## src/rtl/pwm_compare_counter_pkg.sv

```systemverilog
// pwm_compare_counter_pkg: shared width, reset constants and load-pair type
package pwm_compare_counter_pkg;
  localparam int PWM_WIDTH = 2;
  typedef logic [PWM_WIDTH-1:0] pwm_val_t;
  localparam pwm_val_t PERIOD_RST = '1;
  localparam pwm_val_t DUTY_RST = '0;
  typedef struct packed {
    pwm_val_t period;
    pwm_val_t duty;
  } pwm_pair_t;
endpackage

```

## src/rtl/pwm_wrap_counter.sv

```systemverilog
// pwm_wrap_counter: free-running period counter with terminal detect and registered wrap pulse
module pwm_wrap_counter #(
  parameter int W = 2
) (
  input  logic         clk,
  input  logic         rst_n,
  input  logic         en,
  input  logic [W-1:0] period,
  output logic [W-1:0] cnt,
  output logic         wrap_now,
  output logic         wrap
);
  logic [W-1:0] cnt_q, cnt_d;
  logic         wrap_q, wrap_d;
  always_comb begin
    wrap_now = cnt_q == period;
    cnt_d    = en ? (wrap_now ? '0 : cnt_q + 1'b1) : cnt_q;
    wrap_d   = en & wrap_now;
  end
  always_ff @(posedge clk or negedge rst_n) begin
    if (!rst_n) begin
      cnt_q  <= '0;
      wrap_q <= 1'b0;
    end else begin
      cnt_q  <= cnt_d;
      wrap_q <= wrap_d;
    end
  end
  assign cnt  = cnt_q;
  assign wrap = wrap_q;
endmodule

```

## src/rtl/pwm_compare_counter.sv

```systemverilog
// pwm_compare_counter: PWM generator driving an external unsigned >= comparator,
// with period/duty double-buffered and applied only at period wrap.
import pwm_compare_counter_pkg::*;
module pwm_compare_counter (
  input  logic     clk,
  input  logic     rst_n,
  input  logic     en,
  input  logic     ld_valid,
  output logic     ld_ready,
  input  pwm_val_t ld_period,
  input  pwm_val_t ld_duty,
  output pwm_val_t cmp_i0,
  output pwm_val_t cmp_i1,
  input  logic     cmp_ge,
  output logic     pwm,
  output logic     wrap
);
  pwm_pair_t pend_q, pend_d, act_q, act_d;
  logic      pend_valid_q, pend_valid_d;
  logic      pwm_q, pwm_d;
  logic      wrap_now, accept, apply;
  pwm_val_t  cnt;
  pwm_wrap_counter #(.W(PWM_WIDTH)) u_cnt (
    .clk      (clk),
    .rst_n    (rst_n),
    .en       (en),
    .period   (act_q.period),
    .cnt      (cnt),
    .wrap_now (wrap_now),
    .wrap     (wrap)
  );
  // accept only sees an empty slot, so a pair taken on a wrap edge waits for the next wrap
  always_comb begin
    accept       = ld_valid & ~pend_valid_q;
    apply        = en & wrap_now & pend_valid_q;
    pend_d       = accept ? '{period: ld_period, duty: ld_duty} : pend_q;
    pend_valid_d = accept | (pend_valid_q & ~apply);
    act_d        = apply ? pend_q : act_q;
    pwm_d        = en ? ~cmp_ge : pwm_q;
  end
  always_ff @(posedge clk or negedge rst_n) begin
    if (!rst_n) begin
      pend_q       <= '{period: PERIOD_RST, duty: DUTY_RST};
      act_q        <= '{period: PERIOD_RST, duty: DUTY_RST};
      pend_valid_q <= 1'b0;
      pwm_q        <= 1'b0;
    end else begin
      pend_q       <= pend_d;
      act_q        <= act_d;
      pend_valid_q <= pend_valid_d;
      pwm_q        <= pwm_d;
    end
  end
  assign ld_ready = ~pend_valid_q;
  assign cmp_i0   = cnt;
  assign cmp_i1   = act_q.duty;
  assign pwm      = pwm_q;
endmodule

```

## config.mk

```make
export PLATFORM = sky130hd
export DESIGN_NAME = pwm_compare_counter
export DESIGN_NICKNAME = d
export VERILOG_FILES = /design/src/rtl/pwm_compare_counter_pkg.sv /design/src/rtl/pwm_wrap_counter.sv /design/src/rtl/pwm_compare_counter.sv
export SDC_FILE = /design/constraint.sdc
export NUM_CORES = 1
export LEC_CHECK = 0
export BUFFER_PORTS_ARGS = -buffer_cell sky130_fd_sc_hd__buf_4
export CORE_AREA = 2 2 39 41
export DETAILED_ROUTE_END_ITERATION = 7
export DIE_AREA = 0 0 41 43
export PLACE_DENSITY_LB_ADDON = 0.12
export SLEW_MARGIN = 5
export SYNTH_ARGS = -nofsm -noshare
export SYNTH_HDL_FRONTEND = slang
export SYNTH_SLANG_ARGS = --single-unit
```

## constraint.sdc

```tcl
create_clock -name clk -period 2.75 [get_ports clk]
set_input_delay 0.1375 -clock clk [delete_from_list [all_inputs] [get_ports clk]]
set_output_delay 0.1375 -clock clk [all_outputs]
set_load 0.01 [all_outputs]
```

==> results of run 1 <==
-- synth_stat cells --
cell type,count,area share
sky130_fd_sc_hd__xor2_1,3,0.049
sky130_fd_sc_hd__nor2b_1,1,0.012
sky130_fd_sc_hd__mux2_2,8,0.17
sky130_fd_sc_hd__buf_4,2,0.028
sky130_fd_sc_hd__nand2_1,2,0.014
sky130_fd_sc_hd__mux2i_1,1,0.019
sky130_fd_sc_hd__nor2_1,4,0.028
sky130_fd_sc_hd__dfrtp_1,9,0.42
sky130_fd_sc_hd__nor3_4,1,0.030
sky130_fd_sc_hd__nor3b_1,1,0.014
sky130_fd_sc_hd__xnor2_1,1,0.016
sky130_fd_sc_hd__inv_1,2,0.014
sky130_fd_sc_hd__dfstp_2,4,0.19
-- state kept, by name, indices dropped and copies added (netlist names) --
| signal | cells |
|---|---|
| pwm | 1 |
| pend_q | 4 |
| pend_valid_q | 1 |
| u_cnt.wrap | 1 |
| act_q | 2 |
| u_cnt.cnt | 2 |
| cmp_i1 | 2 |
-- where the power goes --
part	switching (W)	leakage [nW]	internal, W
Clock	0.0000593	0.0150	0.0000562
Combinational	0.000129	0.164	0.000162
Sequential	0.0000554	0.149	0.000300
Total	0.000244	0.328	0.000517
-- cell families (layout without fill, tap and decap cells) --
logic type | after synthesis | in the layout | share of synthesized area
mux | 9 | 9 | 0.1852
buf+inv | 4 | 22 | 0.04166
xor+xnor | 4 | 4 | 0.06483
flops | 13 | 13 | 0.6111
simple gates | 9 | 9 | 0.09724
-- stage by stage --
| step | setup slack [ns] | power [W] | instance area [um^2] |
|---|---|---|---|
| final | 1.331 | 0.0007615 | 694.4 |
| after floorplan | 1.365 | 0.0005635 | 540.5 |
| after global routing | 1.263 | 0.0008195 | 694.4 |
| after CTS | 1.323 | 0.0007748 | 694.4 |
| after global placement | 1.345 | 0.0006396 | 658.1 |
| after detailed placement | 1.342 | 0.0006522 | 658.1 |
-- worst max path at each step --
stage                            to  slack (ns)  depth (start not counted)
after floorplan           cmp_i1[0]        1.37                          3
after global placement    cmp_i1[0]        1.35                          3
after detailed placement  cmp_i1[0]        1.34                          3
after CTS                 cmp_i1[0]        1.32                          3
after global routing      cmp_i1[0]        1.26                          3
final                     cmp_i1[0]        1.33                          3
-- final cells by class --
cell class / count / area share
multi-input combinational: 22 / 0.2703
inverter: 2 / 0.01081
timing repair buffer: 16 / 0.1766
tap: 16 / 0.02883
sequential: 13 / 0.4757
clock buffer: 4 / 0.03784
-- layer usage --
metal	wire (um)	vias up
met2	417	10
li1	-	162
met5	0	-
met1	401	157
met3	57	2
met4	4	0
==> summary.txt, run 1 <==
====================================================================================
Outcome                                                                 finished clean
Cell area after technology mapping                                        540.5 um^2
Max Clock Skew                                                           0.004397 ns
Most Crowded Layer GR                                                           met2
Met3 track demand over resource                                              0.04712
Number of post-CTS setup repair buffers                                            0
Number of synthesized register bits                                               13
Max-cap check violation count                                                      0
Site row count                                                                    14
Die Outline Area                                                           1763 um^2
Highest attainable clock frequency                                         704.8 MHz
Slowest library cell on the worst path                                  sky130_fd_sc_hd__dfrtp_1
Number of warnings issued by yosys                                                 0
Number of buffer and inverter instances along the worst setup path                 0
Ordered list of cells on the worst path                                 xor2_1, nor3_4, mux2_2
Static Leak                                                                0.3281 nW
Die outline width                                                              41 um
Count of boundary I/O pins                                                        16
Setup Total Neg Slack                                                           0 ns
Routed wire per std cell                                                    12.07 um
Vias in the first global route                                                   334
Met1 capacity usage during global routing                                     0.1570
Total power per unit cell area                                          1097 nW/um^2
Final Core Density                                                            0.5018
Worst R2R Path Depth                                                               3
Leading cell type in the layout, fill and taps excluded                 sky130_fd_sc_hd__buf_4
Initial antenna violation count                                                    0
Hold violation total from the final report                                         0
Commonest cells after routing, fill and taps aside                      15 x sky130_fd_sc_hd__buf_4, 9 x sky130_fd_sc_hd__dfrtp_1, 8 x sky130_fd_sc_hd__mux2_2, 4 x sky130_fd_sc_hd__nor2_1, 4 x sky130_fd_sc_hd__dfstp_2
Number of nets in the final layout                                                67
Routed vias                                                                      331
Signed area change from the synthesized netlist to the final layout           28.47%
Wire length of the first global-routing pass                                 1428 um
Worst hold stages                                                                  2
Clock tree buffer depth                                                            2
Total area of multi-input combinational cells                             187.7 um^2
Post-route clock period utilization                                           0.5159
Capture endpoint of the worst hold path                                          pwm
Global Route met2 Usage                                                       0.1750
Clk sink count                                                                    13
Number of clock buffers inserted by TritonCTS                                      3
Weighted congestion at the end of routability-driven global placement         0.6328
Beginning of the worst register-to-register path                        u_cnt.cnt[0]
Critical path endpoint category                                                 flop
Detailed-router iteration count before antenna repair                              2
Remaining routing DRC violations                                                   0
Placed cell count                                                                 68
Area taken by flip-flops and latches                                      330.3 um^2
Setup CP Type                                                                reg2reg
Number of nets produced by synthesis                                              48
Top cell family by delay on the critical path                             flip-flops
Number of buffers inserted for hold repair after clock tree synthesis              1
Gate Count Post-Synth                                                             39
Clock slew seen by the registers of the worst setup and hold paths           0.08 ns
CTS tree                                                                       built
CP Max Fanout                                                                      5
Violation count after the first detailed-routing iteration                         2
Min cycle time layout                                                       1.419 ns
Launch point of the critical path                                       u_cnt.cnt[0]
Ant. Diodes                                                                        0
Setup slack, reg-to-reg                                                      1.33 ns
Insertion delay to the later sink of the worst-skew pair                     0.27 ns
Antenna Violating Nets Remaining                                                   0
Height of the die                                                              43 um
Vias per cell                                                                  4.534
Register area share after synthesis                                           0.6111
Fillers                                                                          131
Number of buffer cells added on primary ports                                     15
Initial core utilization                                                      0.3906
Setup Viol. Count Final                                                            0
Hold Worst Slack                                                          0.03597 ns
Number of max-slew violations in the final report                                  0
Clock root buffer master                                                sky130_fd_sc_hd__clkbuf_4
Worst-margin pin slew                                                      0.3882 ns
Unrepaired setup endpoints after global routing                                false
Maximum number of pins on one net before global-route repair                      14
Reg-to-reg critical path endpoint                                          cmp_i1[0]
Floorplan Core Area                                                        1384 um^2
Worst Hold Launch                                                             cmp_ge
Slew HR                                                                       0.7407
Data arrival time of the critical path                                       1.58 ns
Post-Synthesis Mean Instance Area                                         13.86 um^2
Worst voltage drop across the vdd grid                                      520.5 uV
Class of the tightest hold or removal check                                   in2reg
Detailed Route WL                                                             881 um
Number of non-filler instances in the completed layout                            73
Startpoint kind of the worst setup timing path                                  flop
Overflow left after global routing                                                 0
Fraction of final layout cells with drive strength greater than 1             0.5439
Max stage delay on crit path                                                 0.43 ns
Number of cells upsized or downsized after cts                                     0
Worst Path Required                                                          2.91 ns
All-layer global routing usage                                                0.1258
Clock H-tree levels                                                                1
Post-synth cell types                                                             13
====================================================================================
Note: power is estimated with default switching activity, not from simulation.
==> run 2, diff against run 1 <==
==> constraint.sdc (replaced) <==
create_clock -name clk -period 1.35 [get_ports clk]
set_input_delay 0.0675 -clock clk [delete_from_list [all_inputs] [get_ports clk]]
set_output_delay 0.0675 -clock clk [all_outputs]
set_load 0.01 [all_outputs]
==> summary.txt, run 2 (same netlist as run 1, synthesis figures left out) <==
====================================================================================
Critical path endpoint category                                                 flop
Routed wire per std cell                                                    12.33 um   +2.2%
Total power per unit cell area                                          2222 nW/um^2   +100%
Number of non-filler instances in the completed layout                            76   +4.1%
Flip-flop count of the largest register after layout                               4   unchanged
Final HPWL DP                                                               756.4 um
Reg-to-reg critical path endpoint                                          cmp_i1[1]
Routed vias                                                                      356   +7.6%
Setup Viol. Count Final                                                            3   +3
Clk sink count                                                                    13   unchanged
Overflow left after global routing                                                 0   unchanged
Floorplan Core Area                                                        1384 um^2   unchanged
Worst voltage drop across the vdd grid                                      894.2 uV   +72%
Number of clock buffers inserted by TritonCTS                                      3   unchanged
Initial antenna violation count                                                    0   unchanged
Unrepaired setup endpoints after global routing                                 true
Remaining routing DRC violations                                                   0   unchanged
Fillers                                                                          124   -5.3%
Detailed Route WL                                                             937 um   +6.4%
Beginning of the worst register-to-register path                            act_q[3]
Antenna Violating Nets Remaining                                                   0   unchanged
Hold violation total from the final report                                         0   unchanged
Endpoint of the worst setup timing path                                    cmp_i1[1]
Class of the tightest hold or removal check                                   in2reg
Initial core utilization                                                      0.3906   unchanged
Worst Hold Launch                                                       ld_period[0]
Worst-margin pin slew                                                      0.4012 ns   +0.01305 ns
Violated checks                                                         setup timing
Post-route clock period utilization                                            1.035   +0.5188
Min cycle time layout                                                       1.397 ns   -0.02194 ns
Number of cells upsized or downsized after cts                                     0   unchanged
Launch point of the critical path                                           act_q[3]
Max Clock Skew                                                           0.002250 ns   -0.002147 ns
Maximum number of pins on one net before global-route repair                      14   unchanged
Die Outline Area                                                           1763 um^2   unchanged
Number of nets in the final layout                                                70   +4.5%
Static Leak                                                                0.3421 nW   +4.3%
Setup Total Neg Slack                                                    -0.08884 ns   -0.08884 ns
Vias per cell                                                                  4.684   +3.3%
Startpoint kind of the worst setup timing path                                  flop
Data arrival time of the critical path                                       1.55 ns   -0.03 ns
Post-route setup slack                                                   -0.04691 ns   -1.378 ns
Die outline width                                                              41 um   unchanged
Clock root buffer master                                                sky130_fd_sc_hd__clkbuf_4
Insertion delay to the later sink of the worst-skew pair                     0.27 ns   about the same
Total area of multi-input combinational cells                             195.2 um^2   +4.0%
Final Power                                                               0.001618 W   +110%
Final Core Density                                                            0.5262   +0.02441
Site row count                                                                    14   unchanged
Outcome                                                                 finished with violations
Setup CP Type                                                                reg2reg
Clock tree buffer depth                                                            2   unchanged
CTS tree                                                                       built
Placed cell count                                                                 70   +2.9%
Clock H-tree levels                                                                1   unchanged
Vias in the first global route                                                   385   +15%
Leading cell type in the layout, fill and taps excluded                 sky130_fd_sc_hd__buf_4
Violation count after the first detailed-routing iteration                         0   -2
Max-cap check violation count                                                      0   unchanged
Weighted congestion at the end of routability-driven global placement         0.7098   +12%
Clock slew seen by the registers of the worst setup and hold paths           0.08 ns   about the same
All-layer global routing usage                                                0.1430   +0.01724
Number of buffer cells added on primary ports                                     15   unchanged
Final cell area excluding filler cells                                    728.2 um^2   +4.9%
Highest attainable clock frequency                                         715.9 MHz   +1.6%
Number of post-CTS setup repair buffers                                            0   unchanged
Signed area change from the synthesized netlist to the final layout           34.72%
Fraction of final layout cells with drive strength greater than 1             0.5833   +0.03947
Worst Path Required                                                          1.51 ns   -1.40 ns
Height of the die                                                              43 um   unchanged
Wire length of the first global-routing pass                                 1621 um   +14%
Setup slack, reg-to-reg                                                     -0.05 ns   -1.38 ns
Dpl cell area                                                             681.9 um^2   +3.6%
Number of max-slew violations in the final report                                  0   unchanged
Ant. Diodes                                                                        0   unchanged
Area taken by flip-flops and latches                                      331.6 um^2   +0.38%
Worst R2R Path Depth                                                               3   unchanged
CP Max Fanout                                                                      5   unchanged
Detailed-router iteration count before antenna repair                              1   -1
Slew HR                                                                       0.7320   -0.008714
Top reg by flops                                                              pend_q
Commonest cells after routing, fill and taps aside                      17 x sky130_fd_sc_hd__buf_4, 8 x sky130_fd_sc_hd__mux2_2, 8 x sky130_fd_sc_hd__dfrtp_1, 4 x sky130_fd_sc_hd__nor2_1, 4 x sky130_fd_sc_hd__dfstp_2
Count of boundary I/O pins                                                        16   unchanged
====================================================================================
## run 2: report_power, final
part / total, W / switching [W] / internal, W
clock network: 0.000236 / 0.000121 / 0.000114
logic: 0.000658 / 0.000287 / 0.000371
registers: 0.000724 / 0.000110 / 0.000614
total: 0.00162 / 0.000518 / 0.00110
## run 2: final cells by class
type                    count  area share
clock buffers               4     0.03608
inverters                   2     0.01031
multi-input cells          22      0.2680
flip-flops and latches     13      0.4553
well taps                  16     0.02749
repair buffers             19      0.2027
## run 2: routing by layer
layer,up-vias,track usage,part of all wire,routed length (um)
met5,-,0,0,0
met4,0,0.08000,0.011,10
met3,2,0.04712,0.057,53
met2,9,0.2219,0.54,510
met1,177,0.1638,0.39,362
li1,168,-,-,-
## run 2: how the worst min path moves through the flow
stage,end,slack [ns],cells after the start
after floorplan,cmp_i1[0],-0.23,0
after global placement,pwm,-0.09,1
after global routing,pend_q[1],0.02,2
after detailed placement,u_cnt.wrap,-0.08,1
final,pend_q[2],0.03,2
after CTS,pend_q[0],0.02,2
## run 2: critical path, cell delays in order (launching register included)
cell	delay (ns)
sky130_fd_sc_hd__dfstp_2	0.56
sky130_fd_sc_hd__xor2_2	0.09
sky130_fd_sc_hd__nor3_4	0.27
sky130_fd_sc_hd__mux2_2	0.37
## run 2: metrics by stage
step                      hold slack [ns]  worst slack (ns)
after floorplan                   -0.2281          0.003482
final                             0.02525          -0.04691
after global placement           -0.08577          -0.01899
after CTS                         0.01638          -0.06909
after global routing              0.02001           -0.1206
after detailed placement         -0.08098          -0.05994
## run 2: timing repair
| action | in CTS | in global routing |
|---|---|---|
| pin swaps | 0 | 0 |
| hold buffers | 2 | 0 |
| setup endpoints to repair | 4 | 4 |
| hold endpoints to repair | 14 | 0 |
==> run 3, diff against run 2 <==
==> constraint.sdc (replaced) <==
create_clock -name clk -period 1.65 [get_ports clk]
set_input_delay 0.0825 -clock clk [delete_from_list [all_inputs] [get_ports clk]]
set_output_delay 0.0825 -clock clk [all_outputs]
set_load 0.01 [all_outputs]
==> summary.txt, run 3 (same netlist as run 1, synthesis figures left out) <==
====================================================================================
Floorplan Core Area                                                        1384 um^2   unchanged
Post-route clock period utilization                                           0.8599   -0.1748
Initial core utilization                                                      0.3906   unchanged
Max-cap check violation count                                                      0   unchanged
Clock H-tree levels                                                                1   unchanged
Number of buffer cells added on primary ports                                     15   unchanged
Slowest library cell on the worst path                                  sky130_fd_sc_hd__dfrtp_1
Number of max-slew violations in the final report                                  0   unchanged
Setup Total Neg Slack                                                           0 ns   +0.08884 ns
Highest attainable clock frequency                                         704.8 MHz   -1.5%
Overflow left after global routing                                                 0   unchanged
Fraction of final layout cells with drive strength greater than 1             0.5345   -0.04885
Setup slack, reg-to-reg                                                      0.23 ns   +0.28 ns
Startpoint kind of the worst setup timing path                                  flop
Detailed-router iteration count before antenna repair                              2   +1
Outcome                                                                 finished clean
Clock slew seen by the registers of the worst setup and hold paths           0.08 ns   about the same
Maximum number of pins on one net before global-route repair                      14   unchanged
Number of cells upsized or downsized after cts                                     0   unchanged
Final cell area excluding filler cells                                    704.4 um^2   -3.3%
Vias in the first global route                                                   338   -12%
Vias per cell                                                                  4.527   -3.4%
Total area of multi-input combinational cells                             187.7 um^2   -3.8%
Critical path endpoint category                                                 flop
Commonest cells after routing, fill and taps aside                      15 x sky130_fd_sc_hd__buf_4, 9 x sky130_fd_sc_hd__dfrtp_1, 8 x sky130_fd_sc_hd__mux2_2, 4 x sky130_fd_sc_hd__nor2_1, 4 x sky130_fd_sc_hd__dfstp_2
Clock root buffer master                                                sky130_fd_sc_hd__clkbuf_4
Count of boundary I/O pins                                                        16   unchanged
Data arrival time of the critical path                                       1.58 ns   +0.03 ns
Height of the die                                                              43 um   unchanged
Remaining routing DRC violations                                                   0   unchanged
Setup CP Type                                                                reg2reg
Worst Path Required                                                          1.81 ns   +0.30 ns
Signed area change from the synthesized netlist to the final layout           30.32%
Routed wire per std cell                                                    11.97 um   -2.9%
Violation count after the first detailed-routing iteration                         2   +2
Setup Viol. Count Final                                                            0   -3
Flip-flop count of the largest register after layout                               4   unchanged
Worst voltage drop across the vdd grid                                      867.5 uV   -3.0%
Static Leak                                                                0.3323 nW   -2.9%
Clock tree buffer depth                                                            2   unchanged
Fillers                                                                          130   +4.8%
Routed vias                                                                      335   -5.9%
Worst-margin pin slew                                                      0.3882 ns   -0.01305 ns
Site row count                                                                    14   unchanged
Weighted congestion at the end of routability-driven global placement         0.6328   -11%
Hold violation total from the final report                                         0   unchanged
CTS tree                                                                       built
Slew HR                                                                       0.7407   +0.008714
Number of clock buffers inserted by TritonCTS                                      3   unchanged
Min cycle time layout                                                       1.419 ns   +0.02195 ns
Detailed Route WL                                                             886 um   -5.4%
Dpl cell area                                                             658.1 um^2   -3.5%
CP Max Fanout                                                                      5   unchanged
Ant. Diodes                                                                        0   unchanged
Initial antenna violation count                                                    0   unchanged
Class of the tightest hold or removal check                                   in2reg
Wire length of the first global-routing pass                                 1428 um   -12%
Leading cell type in the layout, fill and taps excluded                 sky130_fd_sc_hd__buf_4
Ordered list of cells on the worst path                                 xor2_1, nor3_4, mux2_2
Insertion delay to the later sink of the worst-skew pair                     0.27 ns   about the same
Number of nets in the final layout                                                68   -2.9%
Antenna Violating Nets Remaining                                                   0   unchanged
Max stage delay on crit path                                                 0.43 ns   -0.13 ns
Die Outline Area                                                           1763 um^2   unchanged
Die outline width                                                              41 um   unchanged
Unrepaired setup endpoints after global routing                                false
Total power per unit cell area                                          1804 nW/um^2   -19%
Top reg by flops                                                              pend_q
Area taken by flip-flops and latches                                      330.3 um^2   -0.38%
Max Clock Skew                                                           0.004397 ns   +0.002147 ns
Clk sink count                                                                    13   unchanged
All-layer global routing usage                                                0.1258   -0.01724
====================================================================================
[run 3: cell count changes in the layout (fill, tap and decap cells not counted), sizes merged]
cell  change
buf       -2
[run 3: repair_timing]
action                                 4_1_cts  5_1_grt
hold buffers                                 2        0
buffers inserted                             0        0
endpoints found under the hold margin       14        0
[run 3: cell type report]
cell class | instances | share of cell area
inverter | 2 | 0.01066
multi-input combinational | 22 | 0.2664
sequential | 13 | 0.4689
clock buffer | 4 | 0.03730
tap | 16 | 0.02842
timing repair buffer | 17 | 0.1883
[run 3: through the flow]
stage               power [W]    util  hold WS, ns  instances  worst slack [ns]
floorplan           0.0009392       -      -0.2131         39            0.2655
global placement     0.001066  0.4756     -0.07258         68            0.2453
detailed placement   0.001087  0.4756     -0.06454         68            0.2417
CTS                  0.001293  0.5090      0.02741         74            0.2229
global route         0.001368  0.5090      0.03192         74            0.1627
finish               0.001271  0.5090      0.03652         74            0.2311
[run 3: critical path, delay by kind of cell, from the launching register on]
| family | cells | cell delay [ns] |
|---|---|---|
| and+or+nand+nor | 1 | 0.30 |
| xor gates and xnor gates | 1 | 0.21 |
| muxes | 1 | 0.37 |
| DFF | 1 | 0.43 |
[run 3: report_power, final]
group | switching, W | internal [W]
clock | 0.0000988 | 0.0000936
combinational | 0.000216 | 0.000271
sequential | 0.0000924 | 0.000500
[run 3: worst paths after layout]
kind                               from          to  cells after the start
max in group asynchronous         rst_n    act_q[3]                      2
min in group asynchronous         rst_n  u_cnt.wrap                      2
min reg2reg                   pend_q[0]   pend_q[0]                      1
max reg2reg                u_cnt.cnt[0]   cmp_i1[0]                      3
min                                  en         pwm                      2
max                        u_cnt.cnt[0]   cmp_i1[0]                      3
[run 3: metal layers]
| layer | GRT usage | wire, um | vias to the layer above |
|---|---|---|---|
| met4 | 0.08000 | 4 | 0 |
| met5 | 0 | 0 | - |
| met2 | 0.1750 | 414 | 10 |
| li1 | - | - | 164 |
| met3 | 0.04712 | 57 | 2 |
| met1 | 0.1570 | 408 | 159 |
